--- config.mk ---
export PLATFORM = sky130hd
export DESIGN_NAME = mem_port_arbiter
export DESIGN_NICKNAME = d
export VERILOG_FILES = /design/src/rtl/mem_arb_pkg.sv /design/src/rtl/mem_arb_watchdog.sv /design/src/rtl/mem_port_arbiter.sv
export SDC_FILE = /design/constraint.sdc
export NUM_CORES = 1
export LEC_CHECK = 0
export ABC_AREA = 1
export BUFFER_PORTS_ARGS = -buffer_cell sky130_fd_sc_hd__buf_2
export CORE_ASPECT_RATIO = 0.5
export CORE_UTILIZATION = 45
export DETAILED_ROUTE_END_ITERATION = 6
export PLACE_DENSITY = 0.86
export SYNTH_ARGS = -nofsm -noshare
export SYNTH_HDL_FRONTEND = slang
export SYNTH_SLANG_ARGS = --single-unit
--- constraint.sdc ---
create_clock -name clk -period 2.2 [get_ports clk]
set_input_delay 0.22 -clock clk [delete_from_list [all_inputs] [get_ports clk]]
set_output_delay 0.22 -clock clk [all_outputs]
set_load 0.02 [all_outputs]
--- src/rtl/mem_arb_pkg.sv ---
// Shared types and constants for the instruction/data memory port arbiter.
// The ARB_TIMEOUT_EN build option enables the transaction watchdog.
package mem_arb_pkg;

    typedef enum logic [1:0] {
        IDLE  = 2'd0,
        GNT_I = 2'd1,
        GNT_D = 2'd2
    } arb_state_e;

    typedef enum logic {
        GRANT_I = 1'b0,
        GRANT_D = 1'b1
    } grant_e;

    localparam logic [31:0] DEAD_WORD       = 32'hDEAD_BEEF;
    localparam int          TIMEOUT_DEFAULT = 255;

endpackage

--- src/rtl/mem_arb_watchdog.sv ---
// Wait-cycle counter for an outstanding RAM transaction; flags expiry on the
// TIMEOUT-th cycle without an ack. Only instantiated when ARB_TIMEOUT_EN is defined.
module mem_arb_watchdog
    import mem_arb_pkg::*;
#(
    parameter int TIMEOUT = TIMEOUT_DEFAULT
) (
    input  logic clk,
    input  logic rst,
    input  logic clear_i,
    input  logic run_i,
    output logic expired_o
);

    localparam logic [7:0] LIMIT = 8'(TIMEOUT - 1);

    logic [7:0] cnt_q;
    logic [7:0] cnt_d;

    always_comb begin
        cnt_d = cnt_q;
        if (clear_i) begin
            cnt_d = '0;
        end else if (run_i) begin
            cnt_d = cnt_q + 8'd1;
        end
    end

    always_ff @(posedge clk or negedge rst) begin
        if (!rst) begin
            cnt_q <= '0;
        end else begin
            cnt_q <= cnt_d;
        end
    end

    assign expired_o = run_i & (cnt_q == LIMIT);

endmodule

--- src/rtl/mem_port_arbiter.sv ---
// Arbitrates the core's fetch and data ports onto one single-port RAM using a
// registered req/ack handshake. Define ARB_TIMEOUT_EN to add the ack watchdog.
module mem_port_arbiter
    import mem_arb_pkg::*;
#(
    parameter int ADDR_W  = 32,
    parameter int DATA_W  = 32,
    parameter int TIMEOUT = TIMEOUT_DEFAULT
) (
    input  logic              clk,
    input  logic              rst,
    input  logic              inst_ren,
    input  logic [ADDR_W-1:0] inst_addr,
    output logic [DATA_W-1:0] inst_data,
    output logic              inst_stall,
    input  logic              mem_ren,
    input  logic              mem_wen,
    input  logic [ADDR_W-1:0] mem_addr,
    input  logic [DATA_W-1:0] mem_dout,
    output logic [DATA_W-1:0] mem_din,
    output logic              data_stall,
    output logic              ram_req,
    output logic              ram_we,
    output logic [ADDR_W-1:0] ram_addr,
    output logic [DATA_W-1:0] ram_wdata,
    input  logic [DATA_W-1:0] ram_rdata,
    input  logic              ram_ack,
    output logic              arb_err
);

    arb_state_e        state_q, state_d;
    grant_e            last_grant_q, last_grant_d;
    logic              ram_req_q, ram_req_d;
    logic              ram_we_q, ram_we_d;
    logic [ADDR_W-1:0] ram_addr_q, ram_addr_d;
    logic [DATA_W-1:0] ram_wdata_q, ram_wdata_d;
    logic [DATA_W-1:0] inst_data_q, inst_data_d;
    logic [DATA_W-1:0] mem_din_q, mem_din_d;
    logic              i_done_q, i_done_d;
    logic              d_done_q, d_done_d;

    logic              i_pend, d_pend;
    logic              grant_i, grant_d;
    logic              in_gnt, abort, xfer_end;
    logic [DATA_W-1:0] rd_word;

    // A port whose done flag is high this cycle has just been serviced.
    assign i_pend  = inst_ren & ~i_done_q;
    assign d_pend  = (mem_ren | mem_wen) & ~d_done_q;
    assign grant_d = (state_q == IDLE) & d_pend & (~i_pend | (last_grant_q == GRANT_I));
    assign grant_i = (state_q == IDLE) & i_pend & ~grant_d;

    assign in_gnt   = (state_q == GNT_I) | (state_q == GNT_D);
    assign xfer_end = in_gnt & (ram_ack | abort);

`ifdef ARB_TIMEOUT_EN
    logic wd_expired;
    logic arb_err_q;

    mem_arb_watchdog #(
        .TIMEOUT(TIMEOUT)
    ) u_watchdog (
        .clk      (clk),
        .rst      (rst),
        .clear_i  (grant_i | grant_d),
        .run_i    (in_gnt),
        .expired_o(wd_expired)
    );

    // A real ack arriving on the expiry cycle still wins over the abort.
    assign abort   = wd_expired & ~ram_ack;
    assign rd_word = abort ? DATA_W'(DEAD_WORD) : ram_rdata;

    always_ff @(posedge clk or negedge rst) begin
        if (!rst) begin
            arb_err_q <= 1'b0;
        end else begin
            arb_err_q <= arb_err_q | abort;
        end
    end

    assign arb_err = arb_err_q;
`else
    logic unused_timeout;

    assign unused_timeout = ^8'(TIMEOUT);
    assign abort          = 1'b0;
    assign rd_word        = ram_rdata;
    assign arb_err        = 1'b0;
`endif

    // NOTE: sequential state uses non-blocking assignments so every register samples pre-edge values.
    always_ff @(posedge clk or negedge rst) begin
        if (!rst) begin
            state_q <= IDLE;
        end else begin
            state_q <= state_d;
        end
    end

    // NOTE: every combinational output gets a default first, so no path can infer a latch.
    always_comb begin
        state_d = state_q;
        case (state_q)
            IDLE: begin
                if (grant_d) begin
                    state_d = GNT_D;
                end else if (grant_i) begin
                    state_d = GNT_I;
                end
            end
            GNT_I, GNT_D: begin
                if (xfer_end) begin
                    state_d = IDLE;
                end
            end
            default: state_d = IDLE;
        endcase
    end

    always_comb begin
        last_grant_d = last_grant_q;
        ram_req_d    = ram_req_q;
        ram_we_d     = ram_we_q;
        ram_addr_d   = ram_addr_q;
        ram_wdata_d  = ram_wdata_q;
        inst_data_d  = inst_data_q;
        mem_din_d    = mem_din_q;
        i_done_d     = 1'b0;
        d_done_d     = 1'b0;

        if (grant_d) begin
            last_grant_d = GRANT_D;
            ram_req_d    = 1'b1;
            ram_we_d     = mem_wen;
            ram_addr_d   = mem_addr;
            ram_wdata_d  = mem_dout;
        end else if (grant_i) begin
            last_grant_d = GRANT_I;
            ram_req_d    = 1'b1;
            ram_we_d     = 1'b0;
            ram_addr_d   = inst_addr;
        end

        if (xfer_end) begin
            ram_req_d = 1'b0;
            ram_we_d  = 1'b0;
            if (state_q == GNT_I) begin
                i_done_d    = 1'b1;
                inst_data_d = rd_word;
            end else begin
                d_done_d = 1'b1;
                if (!ram_we_q) begin
                    mem_din_d = rd_word;
                end
            end
        end
    end

    always_ff @(posedge clk or negedge rst) begin
        if (!rst) begin
            last_grant_q <= GRANT_I;
            ram_req_q    <= 1'b0;
            ram_we_q     <= 1'b0;
            ram_addr_q   <= '0;
            ram_wdata_q  <= '0;
            inst_data_q  <= '0;
            mem_din_q    <= '0;
            i_done_q     <= 1'b0;
            d_done_q     <= 1'b0;
        end else begin
            last_grant_q <= last_grant_d;
            ram_req_q    <= ram_req_d;
            ram_we_q     <= ram_we_d;
            ram_addr_q   <= ram_addr_d;
            ram_wdata_q  <= ram_wdata_d;
            inst_data_q  <= inst_data_d;
            mem_din_q    <= mem_din_d;
            i_done_q     <= i_done_d;
            d_done_q     <= d_done_d;
        end
    end

    assign ram_req    = ram_req_q;
    assign ram_we     = ram_we_q;
    assign ram_addr   = ram_addr_q;
    assign ram_wdata  = ram_wdata_q;
    assign inst_data  = inst_data_q;
    assign mem_din    = mem_din_q;
    assign inst_stall = inst_ren & ~i_done_q;
    assign data_stall = (mem_ren | mem_wen) & ~d_done_q;

endmodule

# ---- Word level (Yosys, flattened, before mapping)
# Index checks and enable logic that the tools add are counted.
# Widths: inputs -> output; s select.
dict set report op_classes {
  bitwise_logic 17
  n_mux 17
  eq_ne 4
  reduce_logical 7
}
# op n
set op_table {}
lappend op_table {{$mux 32} 2}
lappend op_table {{$mux 1} 11}
lappend op_table {{$and 1x1->1} 7}
lappend op_table {{$not 1->1} 7}
lappend op_table {{$mux 2} 3}
lappend op_table {{$pmux 2 s2} 1}
lappend op_table {{$reduce_and 2->1} 2}
lappend op_table {{$ne 3x3->1 const B} 1}
lappend op_table {{$or 1x1->1} 3}
lappend op_table {{$reduce_and 3->1} 1}
lappend op_table {{$reduce_bool 3->1} 1}
lappend op_table {{$eq 2x1->1 const B} 1}
lappend op_table {{$eq 2x2->1 const B} 1}
lappend op_table {{$logic_not 2->1} 1}
lappend op_table {{$ne 2x2->1 const B} 1}
lappend op_table {{$reduce_bool 2->1} 1}
lappend op_table {{$reduce_or 2->1} 1}
dict set report totals {
  wordCells 55
  register_bits 135
  output_inout_bits 133
  input_bits 134
}

# ---- Depth between registers and ports, before layout
dict set report depth {
  ltp_word 10
  mapped_depth 9
  ltp_nobuf 7
}

# ---- Worst setup path before layout
# No wires, ideal clock.
dict set report synth_path {
  path_kind {register -> register}
  from {reg state_q[0]}
  to {reg inst_data_q[10], in the netlist inst_data[10]}
  n_path_buf 2
  setup_time_ns 0.130
  path_slack_ns 0.687
  required_time_ns 2.070
  path_stages_with_launch 9
  arrival_time_ns 1.383
  synth_period_minus_slack_ns 1.513
  path_cell_list {dfrtp_1 -> inv_1 -> ha_1 -> nand2_1 -> inv_1 -> nand2_1 -> buf_2 -> clkbuf_1 -> o21ai_0}
}
dict set report synth_via {
  elab_chain_cells 4
  word_cells_on_any_way 5
  classes_between {eq/ne: 2; bitwise: 2; reduce/logical: 1}
}
# item line
set synth_rtl {}
lappend synth_rtl {{start, declared} mem_port_arbiter.sv:31} ;# arb_state_e state_q, state_d;
lappend synth_rtl {{start signal, assigned} mem_port_arbiter.sv:97} ;# state_q <= state_d;
lappend synth_rtl {{$eq 2x1->1 or $eq 2x2->1 (tied branches)} {mem_port_arbiter.sv:53, mem_port_arbiter.sv:148}}
lappend synth_rtl {{$or 1x1->1} mem_port_arbiter.sv:53} ;# assign in_gnt = (state_q == GNT_I) | (state_q == GNT_D);
lappend synth_rtl {{$and 1x1->1} mem_port_arbiter.sv:54} ;# assign xfer_end = in_gnt & (ram_ack | abort);
lappend synth_rtl {{$reduce_and 2->1 (no line) *} n/a}
lappend synth_rtl {{end signal, assigned} mem_port_arbiter.sv:177} ;# inst_data_q <= inst_data_d;
lappend synth_rtl {{end, declared} mem_port_arbiter.sv:37} ;# logic [DATA_W-1:0] inst_data_q, inst_data_d;
# Every way passes the cells marked *; elsewhere a longest branch is shown, timed or not.
# A chain may end at the register's enable or synchronous reset.

# ---- Worst setup path after layout
dict set report layout_path {
  from {reg state_q[1]}
  to {reg ram_wdata_q[11], in the netlist ram_wdata[11]}
}
dict set report layout_via {
  elab_chain_cells 3
}
# item line
set layout_rtl {}
lappend layout_rtl {{$logic_not 2->1} mem_port_arbiter.sv:50} ;# assign grant_d = (state_q == IDLE) & d_pend & (~i_pend | (last_grant_q == GRANT_I));
lappend layout_rtl {{$and 1x1->1 (2 in a row)} mem_port_arbiter.sv:50}
lappend layout_rtl {{end signal, assigned} mem_port_arbiter.sv:176} ;# ram_wdata_q <= ram_wdata_d;
lappend layout_rtl {{end, declared} mem_port_arbiter.sv:36} ;# logic [DATA_W-1:0] ram_wdata_q, ram_wdata_d;
# No other way between the ends.

==> flow_summary.yaml <==
grt:
  grt_pass1_vias: 5196
  antenna_found_initial: 1
  grt_pass1_wl_mm: 23.9
  grt_use_total_pct: 23.4
  grt_max_degree: 65
  gr-total-overflow: 0
cts:
  ctsHoldBuffers: 6
  htreeDepth: 4
  cts_buffers: 17
  cts_resized: 0
  path_clk_slew_ps: 60
  cts_tree: "done"
  cts.sinks: 135
  post_cts_buffers: 0
  clockRootBuffer: "clkbuf_16"
  clk_latency_ps: 420
  clockBufferDepth: 2
floorplanning:
  die_h_um: 81.5
  dieArea_mm2: 0.0131
  start_util_pct: 47.2
  die_w_um: 161
  io_pins: 267
  core-area_mm2: 0.0121
  rows: 28
timing:
  setup-tns-final_ps: 0
  fin_crit_ps: 1720
  hold_slack_ps: 3.26
  setup_violations: 0
  rsz0062_at_grt: "false"
  fin_skew_ps: 13.4
  hold_violations: 0
  period_share_pct: 78.2
  clock.fmax_mhz: 581
  slew_viol_final: 0
power_and_ir_drop:
  p_leak_nw: 4.70
  ir_worst_vdd_mv: 0.756
  cellPowerDensity_mw_per_mm2: 1680
synthesis:
  synth.top_cells.by_area: "dfrtp_1, nand2_1, o21ai_0"
  yosys_warnings: 0
  synthesis.area_mm2: 0.00568
  yosysSeqAreaShare_pct: 59.4
  synth_nets: 825
  syn_area_per_cell_um2: 8.25
  postSynthCellCount: 689
  synth.distinct_cells: 17
  synth_area_leader_cell: "dfrtp_1"
  ys_seq_elements: 135
  synth_top_area_share_pct: 59.4
setup_path:
  start_kind: "flop"
  criticalPathCategory: "flop to flop"
  worstPathArrival_ps: 2010
  cp-end-kind: "flop"
  critPathRequiredTime_ps: 2490
  path_max_fanout: 22
final_layout:
  syn_to_final_growth_pct: 38.7
  layout-drive-gt1-share_pct: 32.4
  final_common_cell: "nand2_1"
  final_cell_mix: "nand2_1, buf_2, dfrtp_1"
  nets: 1093
detailed_routing:
  wl_per_cell_um: 13.3
  drc_errors: 0
  firstDrtPassIters: 5
  antenna_left: 0
  vias: 5305
  drt_iter0_markers: 270
  vias_per_cell: 4.67
  wl_mm: 15.1
job:
  drv_cap: 0
placed_design:
  gp_congestion: 0.871
  hpwlAfterDp_mm: 10.6
  place.port_buffers: 265
outcome:
  outcome: "completed"
hold_path:
  hold_path_class: "input pin to flop"
[cells in the mapped netlist, drive strengths merged]
cell	n
nand3	5
o21ai	99
clkbuf	13
nand2	302
o21bai	1
conb	1
inv	104
ha	2
dfrtp	135
buf	21
nor2	5
a21oi	1
[final cells by class]
type	instances	area [um2]
Inverter	104	390
Tap cell	165	206
Sequential cell	135	3380
Clock inverter	14	221
Antenna cell	1	2.50
Clock buffer	18	429
Multi-Input combinational cell	416	1740
Fill cell	974	4170
Timing Repair Buffer	283	1520
[stage by stage]
| step | setup WS (ps) | utilization [%] | power (mW) | cells | cell area, um2 |
|---|---|---|---|---|---|
| 3_5_place_dp | 518 | 59.5 | 10.1 | 1097 | 7170 |
| 3_3_place_gp | 616 | 59.5 | 9.85 | 1097 | 7170 |
| 5_1_grt | 329 | 65.4 | 14.1 | 1136 | 7890 |
| 4_1_cts | 475 | 65.4 | 13.3 | 1135 | 7880 |
| 6_report | 479 | 65.4 | 13.2 | 1136 | 7890 |
| 2_1_floorplan | 687 | - | 8.06 | 689 | 5680 |
[logic make-up after synthesis]
logic type / synth area share (%)
simple gates: 20.8
compound gates: 9.00
flops: 59.4
other cells: 0.0660
fa+ha+maj: 0.440
buf+inv: 10.2
[registers in the layout, indices dropped and copies added, names as in the netlist]
signal,cells
d_done_q,1
i_done_q,1
inst_data,32
last_grant_q,1
mem_din,32
ram_addr,32
ram_req,1
ram_wdata,32
ram_we,1
state_q,2
[layer usage]
| metal | share of wire (%) | global-route usage (%) | vias up |
|---|---|---|---|
| li1 | - | - | 2604 |
| met1 | 41 | 26.2 | 2489 |
| met2 | 52 | 42.8 | 168 |
| met3 | 4.7 | 5.30 | 44 |
| met4 | 3.2 | 12.5 | 0 |
| met5 | 0 | 0 | - |
[report_power, final]
part           internal, mW  leakage (nW)  switching, mW  total, mW
Combinational          1.84          2.74           3.94       5.78
Clock                  2.02         0.308           1.10       3.13
Sequential             3.70          1.66          0.635       4.33
[worst paths after layout]
path	startpoint	endpoint	slack, ps	cells after the start
min in group asynchronous	rst	ram_wdata[28]$_DFFE_PN0P_	320	2
worst max-delay path	state_q[1]$_DFFE_PN0P_	ram_wdata[11]$_DFFE_PN0P_	480	6
worst max register to register	state_q[1]$_DFFE_PN0P_	ram_wdata[11]$_DFFE_PN0P_	480	6
worst min-delay path	mem_dout[5]	ram_wdata[5]$_DFFE_PN0P_	3	3
max in group asynchronous	rst	mem_din[31]$_DFFE_PN0P_	1220	3
worst min register to register	last_grant_q$_DFFE_PN0P_	last_grant_q$_DFFE_PN0P_	470	2
[worst max-delay path: stages (launching register included)]
cell     delay (ps)
dfrtp_1         380
inv_1            90
ha_1            260
nand3_2         350
buf_4           350
nand2_1         110
nand2_1          70
No activity file was read; power rests on OpenSTA's default activity.
